## src/rtl/pixel_axi4_pkg.sv

```systemverilog
// Shared definitions for the pixel AXI4 read path.
// Contents: FSM state encoding, AXI OKAY response code, pixels-per-beat helper.
package pixel_axi4_pkg;

    typedef enum logic [1:0] {
        IDLE     = 2'd0,
        AR_ST    = 2'd1,
        R_ST     = 2'd2,
        DRAIN_ST = 2'd3
    } rx_state_e;

    localparam logic [1:0] AXI_RESP_OKAY = 2'b00;

    // Number of pixels carried by one data beat.
    function automatic int unsigned pxl_per_beat(input int unsigned data_w,
                                                 input int unsigned pxl_w);
        return data_w / pxl_w;
    endfunction

endpackage

```

## src/rtl/pixel_axi4_rx_if.sv

```systemverilog
// AXI4 read-address and read-data channels between the pixel reader and memory.
// Signals keep the reader-side names: *_o driven by the master, *_i by the slave.
//   AR: s_arid_o, s_araddr_o, s_arlen_o, s_arvalid_o / s_arready_i
//   R : s_rid_i, s_rdata_i, s_rresp_i, s_rlast_i, s_rvalid_i / s_rready_o
interface pixel_axi4_rx_if #(
    parameter int unsigned ADDR_W       = 32,
    parameter int unsigned DATA_W       = 256,
    parameter int unsigned MST_ID_W     = 5,
    parameter int unsigned TRANS_RESP_W = 2,
    parameter int unsigned LEN_W        = 12
);
    logic [MST_ID_W-1:0]     s_arid_o;
    logic [ADDR_W-1:0]       s_araddr_o;
    logic [LEN_W-1:0]        s_arlen_o;
    logic                    s_arvalid_o;
    logic                    s_arready_i;
    logic [MST_ID_W-1:0]     s_rid_i;
    logic [DATA_W-1:0]       s_rdata_i;
    logic [TRANS_RESP_W-1:0] s_rresp_i;
    logic                    s_rlast_i;
    logic                    s_rvalid_i;
    logic                    s_rready_o;

    modport master (
        output s_arid_o, s_araddr_o, s_arlen_o, s_arvalid_o, s_rready_o,
        input  s_arready_i, s_rid_i, s_rdata_i, s_rresp_i, s_rlast_i, s_rvalid_i
    );

    modport slave (
        input  s_arid_o, s_araddr_o, s_arlen_o, s_arvalid_o, s_rready_o,
        output s_arready_i, s_rid_i, s_rdata_i, s_rresp_i, s_rlast_i, s_rvalid_i
    );
endinterface

```

## src/rtl/pxl_unpack_buf.sv

```systemverilog
// One-beat buffer that splits a data beat into pixels, LSB pixel first.
// Ports:
//   clk, rst        clock, async active-high reset
//   i_load, i_data  load a new beat (caller only loads when o_rdy_in_c is high)
//   o_rdy_in_c      buffer can take a beat this cycle (empty or last pixel leaving)
//   o_pxl, o_vld    current pixel and valid, i_rdy consumer ready
//   o_last_pxl_c    last pixel of the held beat is handshaking this cycle
module pxl_unpack_buf
    import pixel_axi4_pkg::*;
#(
    parameter int unsigned DATA_W   = 256,
    parameter int unsigned GS_PXL_W = 8
) (
    input  logic                clk,
    input  logic                rst,
    input  logic                i_load,
    input  logic [DATA_W-1:0]   i_data,
    output logic                o_rdy_in_c,
    output logic [GS_PXL_W-1:0] o_pxl,
    output logic                o_vld,
    input  logic                i_rdy,
    output logic                o_last_pxl_c
);
    localparam int unsigned PXL_PER_BEAT = pxl_per_beat(DATA_W, GS_PXL_W);
    localparam int unsigned PXL_IDX_W    = (PXL_PER_BEAT > 1) ? $clog2(PXL_PER_BEAT) : 1;
    localparam logic [PXL_IDX_W-1:0] LAST_IDX = PXL_IDX_W'(PXL_PER_BEAT - 1);

    logic [DATA_W-1:0]    r_data;
    logic [PXL_IDX_W-1:0] r_idx;
    logic                 r_vld;
    logic                 w_pxl_hs;
    logic                 w_last_hs;

    assign w_pxl_hs     = r_vld & i_rdy;
    assign w_last_hs    = w_pxl_hs & (r_idx == LAST_IDX);
    assign o_rdy_in_c   = ~r_vld | w_last_hs;
    assign o_last_pxl_c = w_last_hs;
    // The beat shifts down one pixel per handshake, so the output is a plain register slice.
    assign o_pxl        = r_data[GS_PXL_W-1:0];
    assign o_vld        = r_vld;

    // Beat storage, pixel index and valid flag; a load wins over draining the last pixel.
    always_ff @(posedge clk or posedge rst) begin
        if (rst) begin
            r_data <= '0;
            r_idx  <= '0;
            r_vld  <= 1'b0;
        end else if (i_load) begin
            r_data <= i_data;
            r_idx  <= '0;
            r_vld  <= 1'b1;
        end else if (w_pxl_hs) begin
            r_data <= r_data >> GS_PXL_W;
            if (r_idx == LAST_IDX) begin
                r_idx <= '0;
                r_vld <= 1'b0;
            end else begin
                r_idx <= r_idx + PXL_IDX_W'(1);
            end
        end
    end

endmodule

```

## src/rtl/pixel_axi4_rx.sv

```systemverilog
// AXI4 read master: fetches TX_PER_TXN beats from the configured base address
// and streams them out as GS_PXL_W grayscale pixels over valid/ready.
// Ports:
//   clk, rst                         clock, async active-high reset
//   dcr_pxl_addr_i, dcr_rd_start_i   base address and start pulse (taken in IDLE only)
//   s_axi                            AXI4 AR/R channels (master side)
//   pxl_o, pxl_vld_o, pxl_rdy_i      pixel stream
//   busy_o, done_o, err_o            status: busy, end-of-frame pulse, sticky error
module pixel_axi4_rx
    import pixel_axi4_pkg::*;
#(
    parameter int unsigned          MST_ID_W     = 5,
    parameter logic [MST_ID_W-1:0]  MST_ID       = 5'h03,
    parameter int unsigned          DATA_W       = 256,
    parameter int unsigned          ADDR_W       = 32,
    parameter int unsigned          TRANS_RESP_W = 2,
    parameter int unsigned          TX_PER_TXN   = 2400,
    parameter int unsigned          GS_PXL_W     = 8
) (
    input  logic                clk,
    input  logic                rst,
    input  logic [ADDR_W-1:0]   dcr_pxl_addr_i,
    input  logic                dcr_rd_start_i,
    pixel_axi4_rx_if.master     s_axi,
    output logic [GS_PXL_W-1:0] pxl_o,
    output logic                pxl_vld_o,
    input  logic                pxl_rdy_i,
    output logic                busy_o,
    output logic                done_o,
    output logic                err_o
);
    localparam int unsigned TX_CNT_W = $clog2(TX_PER_TXN);
    localparam logic [TX_CNT_W-1:0] LAST_BEAT = TX_CNT_W'(TX_PER_TXN - 1);

    rx_state_e             r_state;
    rx_state_e             w_next_state;
    logic [ADDR_W-1:0]     r_araddr;
    logic                  r_arvalid;
    logic [TX_CNT_W-1:0]   r_beat_cnt;
    logic                  r_busy;
    logic                  r_done;
    logic                  r_err;

    logic                  w_ar_hs;
    logic                  w_buf_rdy;
    logic                  w_rready;
    logic                  w_r_hs;
    logic                  w_final_beat;
    logic                  w_beat_err;
    logic                  w_last_hs;
    logic                  w_unused_rid;

    assign w_ar_hs      = r_arvalid & s_axi.s_arready_i;
    assign w_rready     = (r_state == R_ST) & w_buf_rdy;
    assign w_r_hs       = w_rready & s_axi.s_rvalid_i;
    assign w_final_beat = (r_beat_cnt == LAST_BEAT);
    // Bad response, or RLAST not lined up with the final beat.
    assign w_beat_err   = (s_axi.s_rresp_i != TRANS_RESP_W'(AXI_RESP_OKAY))
                        | (s_axi.s_rlast_i != w_final_beat);
    assign w_unused_rid = ^s_axi.s_rid_i;

    assign s_axi.s_arid_o    = MST_ID;
    assign s_axi.s_araddr_o  = r_araddr;
    assign s_axi.s_arlen_o   = LAST_BEAT;
    assign s_axi.s_arvalid_o = r_arvalid;
    assign s_axi.s_rready_o  = w_rready;

    assign busy_o = r_busy;
    assign done_o = r_done;
    assign err_o  = r_err;

    // State register.
    always_ff @(posedge clk or posedge rst) begin
        if (rst) begin
            r_state <= IDLE;
        end else begin
            r_state <= w_next_state;
        end
    end

    // Next state. DRAIN_ST is left only once the done pulse is out, so a start
    // coinciding with done is still seen outside IDLE and ignored.
    always_comb begin
        w_next_state = r_state;
        case (r_state)
            IDLE:     if (dcr_rd_start_i)             w_next_state = AR_ST;
            AR_ST:    if (w_ar_hs)                    w_next_state = R_ST;
            R_ST:     if (w_r_hs && w_final_beat)     w_next_state = DRAIN_ST;
            DRAIN_ST: if (r_done)                     w_next_state = IDLE;
            default:                                  w_next_state = IDLE;
        endcase
    end

    // Registered AR request, status flags, beat counter and sticky error.
    always_ff @(posedge clk or posedge rst) begin
        if (rst) begin
            r_araddr   <= '0;
            r_arvalid  <= 1'b0;
            r_beat_cnt <= '0;
            r_busy     <= 1'b0;
            r_done     <= 1'b0;
            r_err      <= 1'b0;
        end else begin
            r_arvalid <= (w_next_state == AR_ST);
            r_busy    <= (w_next_state != IDLE);
            r_done    <= (r_state == DRAIN_ST) & w_last_hs;
            if ((r_state == IDLE) && dcr_rd_start_i) begin
                r_araddr   <= dcr_pxl_addr_i;
                r_err      <= 1'b0;
                r_beat_cnt <= '0;
            end
            if (w_r_hs) begin
                if (w_beat_err) begin
                    r_err <= 1'b1;
                end
                // Saturate on the final beat instead of wrapping.
                if (!w_final_beat) begin
                    r_beat_cnt <= r_beat_cnt + TX_CNT_W'(1);
                end
            end
        end
    end

    pxl_unpack_buf #(
        .DATA_W   (DATA_W),
        .GS_PXL_W (GS_PXL_W)
    ) u_unpack_buf (
        .clk          (clk),
        .rst          (rst),
        .i_load       (w_r_hs),
        .i_data       (s_axi.s_rdata_i),
        .o_rdy_in_c   (w_buf_rdy),
        .o_pxl        (pxl_o),
        .o_vld        (pxl_vld_o),
        .i_rdy        (pxl_rdy_i),
        .o_last_pxl_c (w_last_hs)
    );

endmodule

```

## src/flat_wrapper.sv

```systemverilog
// flat-port wrapper written by rule: the top's interface ports become plain ports
module pixel_axi4_rx_flat import pixel_axi4_pkg::*;
#(
    parameter int unsigned          MST_ID_W     = 5,
    parameter logic [MST_ID_W-1:0]  MST_ID       = 5'h03,
    parameter int unsigned          DATA_W       = 256,
    parameter int unsigned          ADDR_W       = 32,
    parameter int unsigned          TRANS_RESP_W = 2,
    parameter int unsigned          TX_PER_TXN   = 2400,
    parameter int unsigned          GS_PXL_W     = 8
)
  (clk, rst, dcr_pxl_addr_i, dcr_rd_start_i, pxl_o, pxl_vld_o, pxl_rdy_i, busy_o, done_o, err_o, s_axi_s_arid_o, s_axi_s_araddr_o, s_axi_s_arlen_o, s_axi_s_arvalid_o, s_axi_s_rready_o, s_axi_s_arready_i, s_axi_s_rid_i, s_axi_s_rdata_i, s_axi_s_rresp_i, s_axi_s_rlast_i, s_axi_s_rvalid_i);
  pixel_axi4_rx_if #(.ADDR_W(ADDR_W), .DATA_W(DATA_W), .MST_ID_W(MST_ID_W), .TRANS_RESP_W(TRANS_RESP_W), .LEN_W(2)) s_axi_i ();
  input  logic clk;
  input  logic rst;
  input  logic [ADDR_W-1:0] dcr_pxl_addr_i;
  input  logic dcr_rd_start_i;
  output logic [GS_PXL_W-1:0] pxl_o;
  output logic pxl_vld_o;
  input  logic pxl_rdy_i;
  output logic busy_o;
  output logic done_o;
  output logic err_o;
  output wire logic [$bits(s_axi_i.s_arid_o)-1:0] s_axi_s_arid_o;
  output wire logic [$bits(s_axi_i.s_araddr_o)-1:0] s_axi_s_araddr_o;
  output wire logic [$bits(s_axi_i.s_arlen_o)-1:0] s_axi_s_arlen_o;
  output wire logic [$bits(s_axi_i.s_arvalid_o)-1:0] s_axi_s_arvalid_o;
  output wire logic [$bits(s_axi_i.s_rready_o)-1:0] s_axi_s_rready_o;
  input wire logic [$bits(s_axi_i.s_arready_i)-1:0] s_axi_s_arready_i;
  input wire logic [$bits(s_axi_i.s_rid_i)-1:0] s_axi_s_rid_i;
  input wire logic [$bits(s_axi_i.s_rdata_i)-1:0] s_axi_s_rdata_i;
  input wire logic [$bits(s_axi_i.s_rresp_i)-1:0] s_axi_s_rresp_i;
  input wire logic [$bits(s_axi_i.s_rlast_i)-1:0] s_axi_s_rlast_i;
  input wire logic [$bits(s_axi_i.s_rvalid_i)-1:0] s_axi_s_rvalid_i;
  assign s_axi_s_arid_o = s_axi_i.s_arid_o;
  assign s_axi_s_araddr_o = s_axi_i.s_araddr_o;
  assign s_axi_s_arlen_o = s_axi_i.s_arlen_o;
  assign s_axi_s_arvalid_o = s_axi_i.s_arvalid_o;
  assign s_axi_s_rready_o = s_axi_i.s_rready_o;
  assign s_axi_i.s_arready_i = s_axi_s_arready_i;
  assign s_axi_i.s_rid_i = s_axi_s_rid_i;
  assign s_axi_i.s_rdata_i = s_axi_s_rdata_i;
  assign s_axi_i.s_rresp_i = s_axi_s_rresp_i;
  assign s_axi_i.s_rlast_i = s_axi_s_rlast_i;
  assign s_axi_i.s_rvalid_i = s_axi_s_rvalid_i;
  pixel_axi4_rx #(.MST_ID_W(MST_ID_W), .MST_ID(MST_ID), .DATA_W(DATA_W), .ADDR_W(ADDR_W), .TRANS_RESP_W(TRANS_RESP_W), .TX_PER_TXN(TX_PER_TXN), .GS_PXL_W(GS_PXL_W)) u_core (.clk(clk), .rst(rst), .dcr_pxl_addr_i(dcr_pxl_addr_i), .dcr_rd_start_i(dcr_rd_start_i), .s_axi(s_axi_i), .pxl_o(pxl_o), .pxl_vld_o(pxl_vld_o), .pxl_rdy_i(pxl_rdy_i), .busy_o(busy_o), .done_o(done_o), .err_o(err_o));
endmodule
```

## config.mk

```make
export PLATFORM = sky130hd
export DESIGN_NAME = pixel_axi4_rx_flat
export DESIGN_NICKNAME = d
export VERILOG_FILES = /design/src/rtl/pixel_axi4_pkg.sv /design/src/rtl/pixel_axi4_rx_if.sv /design/src/rtl/pxl_unpack_buf.sv /design/src/rtl/pixel_axi4_rx.sv /design/src/flat_wrapper.sv
export SDC_FILE = /design/constraint.sdc
export NUM_CORES = 1
export LEC_CHECK = 0
export ABC_AREA = 1
export ABC_CLOCK_PERIOD_IN_PS = 9250
export BUFFER_PORTS_ARGS = -buffer_cell sky130_fd_sc_hd__buf_4
export CORE_MARGIN = 5
export CORE_UTILIZATION = 35
export DETAILED_ROUTE_END_ITERATION = 8
export GPL_TIMING_DRIVEN = 1
export SYNTH_ARGS = -nofsm -noshare
export SYNTH_HDL_FRONTEND = slang
export SYNTH_HIERARCHICAL = 1
export SYNTH_SLANG_ARGS = --single-unit
```

## constraint.sdc

```tcl
create_clock -name clk -period 9.25 [get_ports clk]
set_input_delay 1.3875 -clock clk [delete_from_list [all_inputs] [get_ports clk]]
set_output_delay 1.3875 -clock clk [all_outputs]
set_load 0.01 [all_outputs]
```

-- Word-level counts from Yosys, hierarchy flattened
Cells that the tools add are included.
- add/sub/neg operators: 2
- equality and inequality tests: 7
- multiplexer cells: 19
- bitwise logic cells: 9
- reduce and logical (&&, ||, !) cells: 8
- operator list (operator ; number):
    two-way mux 256 bit ; 2
    two-way mux 12 bit ; 3
    two-way mux 5 bit ; 3
    adder 12 x 1 -> 12 bit, second input constant ; 1
    equality test 12 bit, second input constant ; 1
    two-way mux 2 bit ; 4
    one-hot mux 2 bit (4 select lines) ; 1
    nonzero test 2 bit ; 4
    AND 1 bit ; 6
    two-way mux 1 bit ; 6
    adder 5 x 1 -> 5 bit, second input constant ; 1
    equality test 5 bit, second input constant ; 1
    equality test 2 x 1 -> 1 bit, second input constant ; 2
    equality test 2 bit, second input constant ; 2
    logical AND 1 bit ; 2
    logical NOT 2 bit ; 1
    bitwise OR 1 bit ; 2
    AND reduction 2 bit ; 1
    inequality test 1 bit ; 1
    inverter 1 bit ; 1
- register bits: 312
- bits of input ports: 302
- output and inout bits: 53
- word-level logic and storage cells: 55

-- Longest topological paths before layout
- word-level depth: 9
- mapped depth: 17
- mapped depth without buffers: 14

-- Hierarchy
The synthesis kept the hierarchy.
- modules (own cells, without submodules) (module ; times used ; cells each ; area each (um2) ; seq. area each (um2)):
    pxl_unpack_buf ; 1 ; 1437 ; 11939.0 ; 6556.3
    pixel_axi4_rx ; 1 ; 302 ; 2384.8 ; 1251.2

-- Worst setup path before layout
No wires, ideal clock.
- kind: input-to-output
- start: input port pxl_rdy_i
- end: output port s_axi_s_rready_o
- arrival: 1.895 ns
- data required time: 7.863 ns
- path slack: 5.968 ns
- stages on the path: 4
- path buffers: 0
- cells stage by stage: nand2_2 > o21ai_0 > nand3_1 > inv_1
- word-level cells in the longest chain between the ends: 4
- RTL lines (item ; RTL line ; source):
    from (decl) ; flat_wrapper.sv:20 ; input logic pxl_rdy_i;
    AND 1 bit ; pxl_unpack_buf.sv:34 ; assign w_pxl_hs = r_vld & i_rdy;
    AND 1 bit ; pxl_unpack_buf.sv:35 ; assign w_last_hs = w_pxl_hs & (r_idx == LAST_IDX);
    bitwise OR 1 bit ; pxl_unpack_buf.sv:36 ; assign o_rdy_in_c = ~r_vld | w_last_hs;
    via u_core.w_buf_rdy ; pixel_axi4_rx.sv:45 ; logic w_buf_rdy;
    AND 1 bit ; pixel_axi4_rx.sv:54 ; assign w_rready = (r_state == R_ST) & w_buf_rdy;
    to (decl) ; flat_wrapper.sv:28 ; output wire logic [$bits(s_axi_i.s_rready_o)-1:0] s_axi_s_rready_o;
The timed path passes the listed nets, and every way through them passes these cells.

-- Worst setup path after layout
- start: input port pxl_rdy_i
- end: register u_core.u_unpack_buf.r_data[112]
- word-level cells in the longest chain between the ends: 6
- elaborated cells on any way between the ends: 7
- those cells by class: mux: 1; bitwise: 5; reduce/logical: 1
- RTL lines (item ; RTL line ; source):
    AND 1 bit (*) ; pxl_unpack_buf.sv:34 ;
    AND 1 bit (*) ; pxl_unpack_buf.sv:35 ;
    bitwise OR 1 bit (*) ; pxl_unpack_buf.sv:36 ;
    via u_core.w_buf_rdy ; pixel_axi4_rx.sv:45 ;
    AND 1 bit (*) ; pixel_axi4_rx.sv:54 ;
    AND 1 bit (*) ; pixel_axi4_rx.sv:55 ; assign w_r_hs = w_rready & s_axi.s_rvalid_i;
    two-way mux 256 bit / nonzero test 2 bit (equally long branches) ; - ;
    to (signal assigned) ; pxl_unpack_buf.sv:49 ; r_data <= i_data;
    to (signal assigned) ; pxl_unpack_buf.sv:53 ; r_data <= r_data >> GS_PXL_W;
    to (decl) ; pxl_unpack_buf.sv:28 ; logic [DATA_W-1:0] r_data;
The timed path passes the listed nets; every way through them passes the cells marked *.
A chain may end at the register's enable or synchronous reset.

==> impl_metrics.toml <==
[placed_design]
post-dp-hpwl_um = 27400
dp_cells = 2492
io_buffers = 342
pre_cts_ws_ps = 4470
gp_congestion = 0.821

[sta]
clock.fmax_mhz = 238
rsz0062_at_grt = "no"
finalSetupViolations = 0
period_minus_slack_ps = 4200
fin_ws_ps = 5050
tightestPinTransition_ps = 1080
finalHoldViolCount = 0
max_slew_margin_pct = 27.9
timing.final.crit_share_pct = 45.4
slew_viol_final = 0
fin_skew_ps = 18.6
tns_ps = 0

[final_layout]
final_nets = 2305
instances_no_fill = 2558
utilization_pct = 44.5
final_layout_size_suffix_gt1_share_pct = 21.0
area_delta_synth_final_pct = 26.2

[power_and_ir_drop]
ir_drop_v = 0.000156
switching_share_pct = 32.3
pwr-share-clk_pct = 31.5
internal_power_mw = 3.20
pwr-share-comb_pct = 25.0
seqPwrFrac_pct = 43.5
p_switching_mw = 1.52
p_per_area_nw_per_um2 = 261
p_leak_nw = 9.24

[drt]
wl_um = 42600
vias = 12707
antenna_left = 0
first_iter_violations = 924
via_per_inst = 4.97
wl_per_cell_um = 16.6
drc_errors = 0
firstDrtPassIters = 5

[die]
die_width_um = 212
pin_count = 355
row_count = 74
core-area_um2 = 40600
die_height_um = 212
start_util_pct = 35.2
die-area_um2 = 45100

[global_routing]
grt_pass1_vias = 12360
grt_overflow = 0
track_usage_pct = 18.2
antenna_found_initial = 4
grt_max_degree = 160
grt_pass1_wl_um = 67000

[flow_run]
cap_viol_max_count = 0

[synth]
syn_inst = 1739
synthTopCellsByCount = "683 x nand2_1, 523 x nand3_1, 312 x dfrtp_1, 59 x buf_2, 41 x buf_4"
synthArstFlopShare_pct = 100
synth-edff-count = 0
ys.flop_type = "dfrtp_1"
yosysMostFrequentCell = "nand2_1"
syn_avg_cell_area_um2 = 8.24
netlist_area_um2 = 14300
synth_cell_types = 29
netlist_top_cells_area = "dfrtp_1 55%, nand3_1 18%, nand2_1 18%"
synth_warnings = 6
yosys.area.top_type_share_pct = 54.5
synth.largest_area_cell = "dfrtp_1"
synth_seq_area_share_pct = 54.5
synth-seq-cells = 312

[worst_setup_path]
cp.arrival_ps = 4650
cp.required_ps = 9700
worstReg2RegStart = "u_core/u_unpack_buf/r_idx[0]"
critPathCaptureType = "flop"
worstSetupPathType = "primary input to flop"
critPathMaxFanout = 155
setup.worst_path.start_class = "primary input"
setup.worst_path.start = "pxl_rdy_i"

[clocking]
clkSinkCount = 312
cts_buffers = 38
ctsResizeCount = 0
clk_pin_slew_ps = 60
clock_path_buffers = 3
cts_hold_buf = 0
clk_latency_ps = 540
cts_setup_buffers = 0
cts_tree = "built"
cts_root_buf = "clkbuf_16"
htreeDepth = 2

[status]
status = "finished clean"

[worst_hold_path]
worstHoldPathType = "flop to flop"
hold_start = "u_core/u_unpack_buf/r_data[250]"
[final cells by class]
type / count / area, µm²
clock buffers: 59 / 1160
repair buffers: 352 / 2660
clock inverters: 6 / 86.3
inverters: 33 / 149
well taps: 532 / 666
flip-flops and latches: 312 / 7810
multi-input cells: 1263 / 5550
fillers: 4070 / 22600
diodes: 1 / 2.50
[path summary, 6_finish.rpt]
kind / slack [ps] / cells after the start / endpoint
max reg2reg: 5130 / 14 / u_core/u_unpack_buf/r_data[112]
min: 470 / 2 / u_core/u_unpack_buf/r_data[250]
max: 5050 / 11 / u_core/u_unpack_buf/r_data[112]
max in group asynchronous: 6830 / 3 / u_core/u_unpack_buf/r_data[206]
min reg2reg: 470 / 2 / u_core/u_unpack_buf/r_data[250]
min in group asynchronous: 940 / 2 / u_core/u_unpack_buf/r_data[55]
[sequential cells by signal (all words and copies together) (netlist names)]
register,cells
u_core/err_o,1
u_core/s_axi.s_araddr_o,32
u_core/u_unpack_buf/r_data,256
u_core/busy_o,1
u_core/r_state,2
u_core/s_axi.s_arvalid_o,1
u_core/u_unpack_buf/r_idx,5
u_core/done_o,1
u_core/u_unpack_buf/o_vld,1
u_core/r_beat_cnt,12
[power groups by stage]
stage / Clock (mW) / Sequential [mW] / Combinational [mW]
detailed placement: 0 / 2.06 / 1.20
floorplan: 0 / 2.04 / 0.800
finish: 1.49 / 2.05 / 1.18
CTS: 1.54 / 2.05 / 1.21
global route: 1.59 / 2.10 / 1.34
global placement: 0 / 2.05 / 1.18
[critical path, stage by stage]
cell     delay [ps]
buf_4           120
nand2_2         150
o21ai_0         180
nand3_1         200
nor2_4           70
inv_8           590
nand2_4         140
inv_6           580
buf_4           800
nand2_1         110
nand3_1         120
[routing by layer]
| metal | part of all wire (%) | track usage [%] | up-vias |
|---|---|---|---|
| li1 | - | - | 6182 |
| met4 | 2.0 | 4.68 | 6 |
| met5 | 0.080 | 0 | - |
| met2 | 46 | 28.2 | 380 |
| met3 | 8.2 | 5.27 | 56 |
| met1 | 44 | 25.2 | 6083 |
[cells in the final DEF (no fill, tap or decap), drive strengths merged]
| master | n |
|---|---|
| buf | 352 |
| nand3b | 1 |
| a21oi | 1 |
| dfrtp | 312 |
| nand3 | 526 |
| inv | 34 |
| clkinv | 2 |
| conb | 7 |
| o21ai | 6 |
| clkbuf | 59 |
| ha | 3 |
| nand4 | 2 |
| xor2 | 5 |
| nor3 | 3 |
| nor2 | 21 |
| nand2 | 687 |
| o211ai | 1 |
| clkinvlp | 1 |
| diode | 1 |
| bufinv | 2 |
[metrics by stage]
step | hold WS, ps | total power, mW | cell area [µm²]
2_1_floorplan | 443 | 2.84 | 14300
6_report | 468 | 4.72 | 18100
3_3_place_gp | 458 | 3.23 | 16800
5_1_grt | 491 | 5.03 | 18100
4_1_cts | 474 | 4.79 | 18100
3_5_place_dp | 461 | 3.26 | 16800
[kinds of logic (layout without fill, tap and decap cells)]
group | count (synthesis) | count (layout) | synth area share, %
other cells | 2 | 8 | 0.0524
compound gates | 8 | 8 | 0.297
flops | 312 | 312 | 54.5
xor+xnor | 5 | 5 | 0.306
buf+inv | 169 | 450 | 6.89
simple gates | 1240 | 1240 | 37.7
fa+ha+maj | 3 | 3 | 0.262
(Power assumes the default switching activity.)
